### src/rtl/addsub_seq.sv
// Multi-cycle two's-complement adder/subtractor: processes CHUNK bits per cycle
// through a ripple carry, then applies optional signed saturation and registers {N,Z,V}.
module addsub_seq #(
  parameter int WIDTH       = 16,
  parameter int CHUNK       = 4,
  parameter int SAT_DEFAULT = 1
) (
  input  logic             clk,
  input  logic             rst,
  input  logic             start,
  input  logic [WIDTH-1:0] A,
  input  logic [WIDTH-1:0] B,
  input  logic             sub,
  input  logic             sat_en,
  output logic             busy,
  output logic             done,
  output logic [WIDTH-1:0] S,
  output logic [2:0]       flag
);

  localparam int N     = WIDTH / CHUNK;
  localparam int CNT_W = (N > 1) ? $clog2(N) : 1;
  localparam int MSB   = WIDTH - 1;
  localparam logic [CNT_W-1:0] LAST = CNT_W'(N - 1);

  generate
    if (WIDTH < 2 || (WIDTH % CHUNK) != 0 || SAT_DEFAULT > 1) begin : g_bad_params
      $error("addsub_seq: illegal WIDTH/CHUNK/SAT_DEFAULT combination");
    end
  endgenerate

  typedef enum logic [1:0] {ST_IDLE, ST_CALC, ST_DONE} state_t;

  state_t                    r_state;
  logic signed [WIDTH-1:0]   r_a;
  logic signed [WIDTH-1:0]   r_b;
  logic        [WIDTH-1:0]   r_sum;
  logic                      r_carry;
  logic                      r_sat;
  logic        [CNT_W-1:0]   r_cnt;
  logic                      r_busy;
  logic                      r_done;
  logic        [WIDTH-1:0]   r_s;
  logic        [2:0]         r_flag;

  logic        [CHUNK-1:0]   w_a_chk;
  logic        [CHUNK-1:0]   w_b_chk;
  logic        [CHUNK:0]     w_csum;
  logic        [WIDTH-1:0]   w_raw;
  logic                      w_v;
  logic signed [WIDTH-1:0]   w_res;
  logic                      w_last;

  function automatic logic signed [WIDTH-1:0] saturate(
    input logic signed [WIDTH-1:0] raw,
    input logic                    ovf,
    input logic                    en,
    input logic                    a_neg
  );
    if (en && ovf)
      return a_neg ? {1'b1, {(WIDTH-1){1'b0}}} : {1'b0, {(WIDTH-1){1'b1}}};
    return raw;
  endfunction

  // Stage: one chunk of the ripple add; the final chunk is spliced in so the
  // full raw sum is visible on the same edge that registers the result.
  always_comb begin
    w_a_chk = r_a[r_cnt*CHUNK +: CHUNK];
    w_b_chk = r_b[r_cnt*CHUNK +: CHUNK];
    w_csum  = {1'b0, w_a_chk} + {1'b0, w_b_chk} + (CHUNK+1)'(r_carry);
    w_raw   = r_sum;
    w_raw[r_cnt*CHUNK +: CHUNK] = w_csum[CHUNK-1:0];
    w_v     = (r_a[MSB] == r_b[MSB]) && (w_raw[MSB] != r_a[MSB]);
    w_res   = saturate(signed'(w_raw), w_v, r_sat, r_a[MSB]);
    w_last  = (r_cnt == LAST);
  end

  always_ff @(posedge clk) begin
    if (rst) begin
      r_state <= ST_IDLE;
      r_a     <= '0;
      r_b     <= '0;
      r_sum   <= '0;
      r_carry <= 1'b0;
      r_sat   <= 1'b0;
      r_cnt   <= '0;
      r_busy  <= 1'b0;
      r_done  <= 1'b0;
      r_s     <= '0;
      r_flag  <= 3'b000;
    end else begin
      r_done <= 1'b0;
      case (r_state)
        ST_CALC: begin
          r_sum[r_cnt*CHUNK +: CHUNK] <= w_csum[CHUNK-1:0];
          r_carry <= w_csum[CHUNK];
          if (w_last) begin
            r_state <= ST_DONE;
            r_busy  <= 1'b0;
            r_done  <= 1'b1;
            r_s     <= w_res;
            r_flag  <= {w_res[MSB], (w_res == '0), w_v};
          end else begin
            r_cnt <= r_cnt + 1'b1;
          end
        end
        default: begin
          // IDLE and DONE both accept a new request.
          if (start) begin
            r_state <= ST_CALC;
            r_a     <= signed'(A);
            r_b     <= signed'(sub ? ~B : B);
            r_carry <= sub;
            r_sat   <= sat_en;
            r_cnt   <= '0;
            r_busy  <= 1'b1;
          end else begin
            r_state <= ST_IDLE;
          end
        end
      endcase
    end
  end

  assign busy = r_busy;
  assign done = r_done;
  assign S    = r_s;
  assign flag = r_flag;

endmodule

### config.mk
export PLATFORM = sky130hd
export DESIGN_NAME = addsub_seq
export DESIGN_NICKNAME = d
export VERILOG_FILES = /design/src/rtl/addsub_seq.sv
export SDC_FILE = /design/constraint.sdc
export NUM_CORES = 1
export LEC_CHECK = 0
export CAP_MARGIN = 20
export CORE_MARGIN = 2
export CORE_UTILIZATION = 42
export CTS_BUF_LIST = sky130_fd_sc_hd__clkbuf_4
export DETAILED_ROUTE_END_ITERATION = 12
export GPL_ROUTABILITY_DRIVEN = 0
export GPL_TIMING_DRIVEN = 0
export HOLD_SLACK_MARGIN = 0.03
export PLACE_DENSITY_LB_ADDON = 0.05
export SYNTH_ARGS = -nofsm -noshare
export SYNTH_HDL_FRONTEND = slang
export SYNTH_SLANG_ARGS = --single-unit
### constraint.sdc
create_clock -name clk -period 3.9 [get_ports clk]
set_clock_uncertainty 0.1 [all_clocks]
set_input_delay 0.39 -clock clk [delete_from_list [all_inputs] [get_ports clk]]
set_output_delay 0.39 -clock clk [all_outputs]
set_load 0.03 [all_outputs]
# Word level (Yosys, flattened, before mapping)

Cells that the tools add are included.

Bits in registers: 75
Input port bits: 37
Output and inout port bits: 21
Word-level logic and storage cells: 54

$add $sub $neg: 4
Equality and inequality tests: 6
Shifts and indexed selects: 4
Multiplexer cells: 18
Bitwise logic cells: 2
Reduce and logical (&&, ||, !) cells: 9

Operators by type and width:

| cell                                                   | count |
|---|---|
| two-way mux 16 bit                                     | 4 |
| negator 4 -> 34 bit                                    | 1 |
| variable shift 4 x 34 -> 16 bit (first input constant) | 1 |
| variable part select 4 x 34 -> 16 bit                  | 1 |
| variable part select 16 x 5 -> 4 bit                   | 2 |
| bitwise mux 16 bit                                     | 1 |
| logical NOT 16 bit                                     | 1 |
| NOT 16 bit                                             | 1 |
| two-way mux 2 bit                                      | 5 |
| two-way mux 1 bit                                      | 8 |
| AND reduction 2 bit                                    | 4 |
| adder 4 x 4 -> 5 bit                                   | 1 |
| adder 5 x 1 -> 5 bit                                   | 1 |
| != test 2 bit (second input constant)                  | 2 |
| adder 2 x 1 -> 2 bit (second input constant)           | 1 |
| equality test 2 x 1 -> 1 bit (second input constant)   | 1 |
| equality test 2 bit (second input constant)            | 1 |
| logical AND 1 bit                                      | 2 |
| nonzero test 2 bit                                     | 1 |
| OR reduction 2 bit                                     | 1 |
| equality test 1 bit                                    | 1 |
| != test 1 bit                                          | 1 |
| NOT 1 bit                                              | 1 |

# Longest topological paths before layout

Gate-level depths: netlist (run 1).

Depth in word-level cells: 11
Mapped depth: 11
Mapped depth without buffers: 9

# Worst setup path after synthesis (run 1)

Ideal clock, no wire load.

Kind: register to register
From: register r_cnt[0]
To: register r_s[8] (netlist: S[8])
Library setup time: 0.132 ns
Data arrival time: 2.876 ns
Required time: 3.668 ns
Slack: 0.792 ns
Stages on the path, launching flop included: 11
Buffers on the path: 3
Clock period less this slack: 3.108 ns
Path through: dfxtp_1 > buf_2 > buf_2 > mux4_2 > ha_1 > a21oi_2 > a211oi_4 > nor4_4 > buf_2 > o211a_1 > nor3_1

Word-level cells in the longest chain between the ends: 10
Elaborated cells on any way between the ends: 15
Classes of those cells: add/sub (3); eq/ne (2); shift (4); mux (3); reduce/logical (3)

RTL lines:

| item                                                    | line   | source |
|---|---|---|
| from (decl)                                             | 40     | `logic [CNT_W-1:0] r_cnt;` |
| from (signal assigned)                                  | 104    | `r_cnt <= r_cnt + 1'b1;` |
| variable part select 16 x 5 -> 4 bit (on tied branches) | 68, 69 |  |
| adder 4 x 4 -> 5 bit                                    | 70     | `w_csum = {1'b0, w_a_chk} + {1'b0, w_b_chk} + (CHUNK+1)'(r_carry);` |
| adder 5 x 1 -> 5 bit                                    | 70     |  |
| variable part select 4 x 34 -> 16 bit                   | 72     | `w_raw[r_cnt*CHUNK +: CHUNK] = w_csum[CHUNK-1:0];` |
| bitwise mux 16 bit                                      | 72     |  |
| != test 1 bit                                           | 73     | `w_v = (r_a[MSB] == r_b[MSB]) && (w_raw[MSB] != r_a[MSB]);` |
| logical AND 1 bit                                       | 73     |  |
| logical AND 1 bit                                       | 60     | `if (en && ovf)` |
| two-way mux 1 bit                                       | 60     |  |
| two-way mux 16 bit                                      | 62     | `return raw;` |
| to (signal assigned)                                    | 101    | `r_s <= w_res;` |
| to (decl)                                               | 43     | `logic [WIDTH-1:0] r_s;` |

Parallel ways exist; a longest one is shown, timed or not.
A chain may end at the register's enable or synchronous reset.

# Worst setup path in the final report (run 1)

From: register r_cnt[0]
To: register r_flag[1] (netlist: flag[1])

Word-level cells in the longest chain between the ends: 11
Elaborated cells on any way between the ends: 16
Classes of those cells: add/sub (3); eq/ne (2); shift (4); mux (3); reduce/logical (4)

RTL lines:

| item                                                    | line   | source |
|---|---|---|
| variable part select 16 x 5 -> 4 bit (on tied branches) | 68, 69 |  |
| adder 4 x 4 -> 5 bit                                    | 70     |  |
| adder 5 x 1 -> 5 bit                                    | 70     |  |
| variable part select 4 x 34 -> 16 bit                   | 72     |  |
| bitwise mux 16 bit                                      | 72     |  |
| != test 1 bit                                           | 73     |  |
| logical AND 1 bit                                       | 73     |  |
| logical AND 1 bit                                       | 60     |  |
| two-way mux 1 bit                                       | 60     |  |
| two-way mux 16 bit                                      | 62     |  |
| logical NOT 16 bit                                      | 102    | `r_flag <= {w_res[MSB], (w_res == '0), w_v};` |
| to (signal assigned)                                    | 102    |  |
| to (decl)                                               | 44     | `logic [2:0] r_flag;` |

Parallel ways exist; a longest one is shown, timed or not.

==> results of run 1 <==
Yosys cell counts, types with 2 or more instances:
cell and instances:
dfxtp_1 74, nor2_1 56, nand2_1 37, a211oi_1 32, clkbuf_1 24, a21oi_1 18, nor3_1 18, xnor2_1 16
o211a_1 15, inv_1 12, a22oi_1 10, ha_1 9, nor2b_1 9, mux4_2 8, buf_2 4, a31oi_1 3
nand3_1 3, a311oi_1 2, a32oi_1 2, fa_1 2, mux2i_1 2, nand2b_1 2, nand3b_1 2, o21ai_0 2
routing by layer:
metal | wire length, um | global-route usage | up-vias
met5 | 0 | 0 | -
met2 | 4120 | 0.316 | 71
met3 | 404 | 0.0470 | 10
li1 | - | - | 1549
met4 | 76 | 0.0661 | 0
met1 | 4760 | 0.296 | 1527
placed cells by master, fill, tap and decap left out, drive strengths merged, types with 3 or more instances in the layout:
cell type,n
inv,12
mux4,8
a22oi,10
nor3,19
dfxtp,74
o211a,15
nand2,37
bufinv,3
clkbuf,34
a211oi,33
nor2,56
a21oi,19
a31oi,3
ha,9
xnor2,16
nand3,4
nor2b,9
buf,6
clkdlybuf4s50,55
flip-flops by register name, indices dropped and copies added (netlist names):
register and count:
r_sum 16, busy 1, r_sat 1, flag 2, r_a 16, r_carry 1
r_state 2, S 16, r_cnt 2, r_b 16, done 1
tightest hold or removal path: stages (launching register included):
cell and delay (ns):
dfxtp_1 0.33, nand2_1 0.05, a21oi_1 0.05
path summary, 6_finish.rpt:
check,endpoint,slack (ns),from
min reg2reg,r_a[14],0.36,r_a[14]
max reg2reg,flag[1],0.29,r_cnt[0]
min,r_a[14],0.36,r_a[14]
max,flag[1],0.29,r_cnt[0]
power by group through the flow:
stage | clock (W) | sequential (W) | combinational (W)
global route | 0.000649 | 0.000827 | 0.000325
finish | 0.000601 | 0.000822 | 0.000295
CTS | 0.000612 | 0.000821 | 0.000295
detailed placement | 0 | 0.000838 | 0.000294
global placement | 0 | 0.000837 | 0.000291
floorplan | 0 | 0.000833 | 0.000192
logic make-up after synthesis:
group | Yosys count | synth area share
and+or+nand+nor | 141 | 0.186
muxes | 10 | 0.0552
buffers and inverters | 42 | 0.0479
AOI/OAI and AO/OA | 101 | 0.220
adders and majority gates | 11 | 0.0421
DFF | 74 | 0.408
xor gates and xnor gates | 17 | 0.0410
metrics by stage:
step	setup slack (ns)	std cells
after detailed placement	0.314	556
after global placement	0.300	556
after floorplan	0.792	396
final	0.290	571
after global routing	0.00821	571
after CTS	0.279	571
layout make-up:
cell class / instances / area [sq um]
plain buffers: 30 / 129
clock buffers: 10 / 75.1
clock inverters: 5 / 104
fillers: 773 / 3810
inverters: 12 / 45.0
multi-input cells: 280 / 1970
flip-flops and latches: 74 / 1480
well taps: 105 / 131
repair buffers: 55 / 551
==> results.cfg, run 1 <==
[clocking]
h-tree-depth = 3
cts_resized = 0
cts-root-buf = clkbuf_4
cts_setup_buffers = 0
cts_buffers = 9
clk_latency_ns = 0.43
postCtsHoldBufs = 0
cts_buffer_depth = 2
cts_sinks = 74
cts.clk_slew.worst_paths_ns = 0.13
cts_tree = built

[worst_setup_path]
critPathLaunchType = register
path_max_fanout = 10
crit_path_cell_trace = buf_2 > buf_2 > mux4_2 > fa_1 > inv_1 > fa_1 > xnor2_1 > a31oi_1 > and3_1 > nand4_1 > o31ai_1
crit_family = adder cells
r2r_cells = 11
crit_type = reg -> reg
cp_num_cells = 11
end_kind = register
cp_slowest_stage_delay_ns = 0.57
cp.arrival_ns = 3.85
cp.required_ns = 4.14
crit_buf_inv = 3
critPathSlowestCell = mux4_2

[die]
initial_utilization = 0.437
row_count = 33
die_w_um = 97.0
ios = 58
die_h_um = 97.0
core_area_sq_um = 8300
die_area_sq_um = 9400

[job]
cap_viol_max_count = 0

[sta]
fin_tns_setup_ns = 0
post-route-period-util = 0.926
setup_violations = 0
clock.fmax_ghz = 0.277
tightest_slew_ns = 0.615
fin_hold_ws_ns = 0.363
fin_crit_ns = 3.61
drv_slew = 0
final_hold_viol_count = 0
grt_setup_unrepaired = false
slew_headroom = 0.590

[finish]
final_util = 0.541
n_antenna_cell = 0
fin_area_sq_um = 4490
drive_gt1_frac = 0.0858
area_growth_pct = 23.7
final_nets = 510

[global_route]
grt_pass1_wl_um = 15800
grt_pass1_vias = 3106
grt_overflow = 0
grt_usage = 0.209
antenna_found_initial = 0
grt_max_degree = 13

[power]
finalPower_w = 0.00172
total_leakage_power_nw = 1.67
comb_power_share = 0.172
power.switching_w = 0.000464
swShare = 0.270
ir_worst_vdd_mv = 0.208
p_seq_frac = 0.478
internal_power_w = 0.00125
p_clk_frac = 0.350
p_per_area_nw_per_um2 = 382

[synth]
async_reset_ff_frac = 0
syn_inst = 396
synth.avg_cell_area_sq_um = 9.17
synthTopCellsByArea = dfxtp_1 41%, a211oi_1 6.6%, nor2_1 5.8%
synth-seq-cells = 74
yosysTopAreaCellShare = 0.408
synth_cell_types = 58
ys_seq_area_frac = 0.408
synth_edf_count = 0
ys.flop_type = dfxtp_1
synth_warnings = 0
synth_area_sq_um = 3630
yosys.area.top_type = dfxtp_1
syn_nets = 444

[hold_path]
min_path_cells = 2
holdCritPathClass = reg -> reg

[route]
post-route-drc-count = 0
wl_um = 9360
routed_via_density = 5.53
num_vias = 3157
wire_per_inst_um = 16.4
initialDrtViolationCount = 160
drtAntennaViolNets = 0
drt_pass1_iterations = 5

[placed_design]
io_buffers = 55
dp_hpwl_um = 6820
placed_area_sq_um = 4310

[run_status]
status = completed
No activity file was read; power rests on OpenSTA's default activity.
==> inputs of run 2 (changes only) <==
- GPL_TIMING_DRIVEN: 0 -> unset
- clock period: 3.9 -> 3.6 ns (I/O delays scaled with it)
==> results.cfg, run 2 (synthesis results as in run 1) <==
[die]
die_w_um = 97.0
die_h_um = 97.0
row_count = 33
ios = 58
initial_utilization = 0.437
core_area_sq_um = 8300
die_area_sq_um = 9400

[placed_design]
io_buffers = 57
place_inst = 536
dp_hpwl_um = 6160
dp_slack_ns = 0.203

[clocking]
cts_buffer_depth = 2
clk_latency_ns = 0.41
h-tree-depth = 3
cts_buffers = 9
cts-root-buf = clkbuf_4
postCtsHoldBufs = 0
cts_setup_buffers = 0
cts.clk_slew.worst_paths_ns = 0.11
cts_sinks = 74
cts_tree = built

[worst_setup_path]
r2r_cells = 7
path_max_fanout = 15
critPathLaunchType = register
r2r_setup_slack_ns = 0.35
end_kind = register
worstReg2RegStart = r_cnt[0]
cp.required_ns = 3.79
cp.arrival_ns = 3.44
crit_type = reg -> reg
worstReg2RegEnd = S[4]

[finish]
n_antenna_cell = 0
final_cells = 552
drive_gt1_frac = 0.101
multi_input_area_sq_um = 1980
regArea_sq_um = 1480
layout_common_cells = 74 x dfxtp_1, 56 x nor2_1, 56 x clkdlybuf4s50_1
final_common_cell = dfxtp_1
fillers = 780
area_growth_pct = 21.3
final_nets = 490

[sta]
fin_crit_ns = 3.25
post-route-period-util = 0.904
grt_setup_unrepaired = false
drv_slew = 0
setup_violations = 0
clock.fmax_ghz = 0.307
fin_hold_ws_ns = 0.278
final_hold_viol_count = 0
slew_headroom = 0.353
finalWorstSetupSlack_ns = 0.347
tightest_slew_ns = 0.967
fin_tns_setup_ns = 0

[power]
total_leakage_power_nw = 1.64
finalPower_w = 0.00171
p_per_area_nw_per_um2 = 389
ir_worst_vdd_mv = 0.251

[route]
post-route-drc-count = 0
num_vias = 3020
drt_pass1_iterations = 4
wl_um = 8600
wire_per_inst_um = 15.6
routed_via_density = 5.47
initialDrtViolationCount = 136
drtAntennaViolNets = 0

[hold_path]
hp-start = rst
min_path_cells = 2
holdCritPathClass = in -> reg
hold_end = r_cnt[1]

[global_route]
grt_overflow = 0
grt_pass1_vias = 2828
antenna_found_initial = 0
grt_pass1_wl_um = 14100
grt_max_degree = 49
grt_usage = 0.185

[run_status]
status = completed

[job]
cap_viol_max_count = 0
run 2: critical path, stage by stage, from the launching register on:
cell      delay, ns
dfxtp_1        0.61
mux4_2         0.58
ha_1           0.38
a21oi_2        0.29
a211oi_4       0.15
nor4_4         0.72
o211a_1        0.25
nor3_1         0.05
run 2: per-stage QoR:
| stage | area (sq um) | util |
|---|---|---|
| floorplan | 3630 | - |
| global placement | 4260 | 0.513 |
| detailed placement | 4260 | 0.513 |
| CTS | 4400 | 0.530 |
| global route | 4400 | 0.531 |
| finish | 4400 | 0.531 |
run 2: metal layers:
metal  share of wire  GRT usage
met1            0.52      0.281
met2            0.41      0.259
met3           0.050     0.0520
met4           0.016     0.0433
met5               0          0
run 2: final cells by class:
cell class / count / area share
clock buffer: 11 / 0.0188
clock inverter: 5 / 0.0125
inverter: 12 / 0.0102
multi-input combinational: 280 / 0.450
sequential: 74 / 0.336
tap: 105 / 0.0298
timing repair buffer: 65 / 0.142
run 2: where the power goes:
group | total (W) | internal (W) | switching, W
clock network | 0.000507 | 0.000225 | 0.000281
logic | 0.000309 | 0.000140 | 0.000169
registers | 0.000896 | 0.000863 | 0.0000324
run 2: how the worst max path moves through the flow:
stage / from / end / slack (ns)
final: r_cnt[0] / S[4] / 0.35
after detailed placement: r_cnt[0] / flag[1] / 0.20
after global placement: r_cnt[0] / flag[1] / 0.23
after floorplan: r_cnt[0] / S[8] / 0.49
after global routing: r_cnt[0] / S[4] / 0.02
after CTS: r_cnt[0] / flag[1] / 0.20
run 2: repair_timing:
| item | 4_1_cts | 5_1_grt |
|---|---|---|
| endpoints found under the hold margin | 0 | 0 |
| endpoints found under the setup margin | 0 | 1 |
| resized for setup | 0 | 1 |
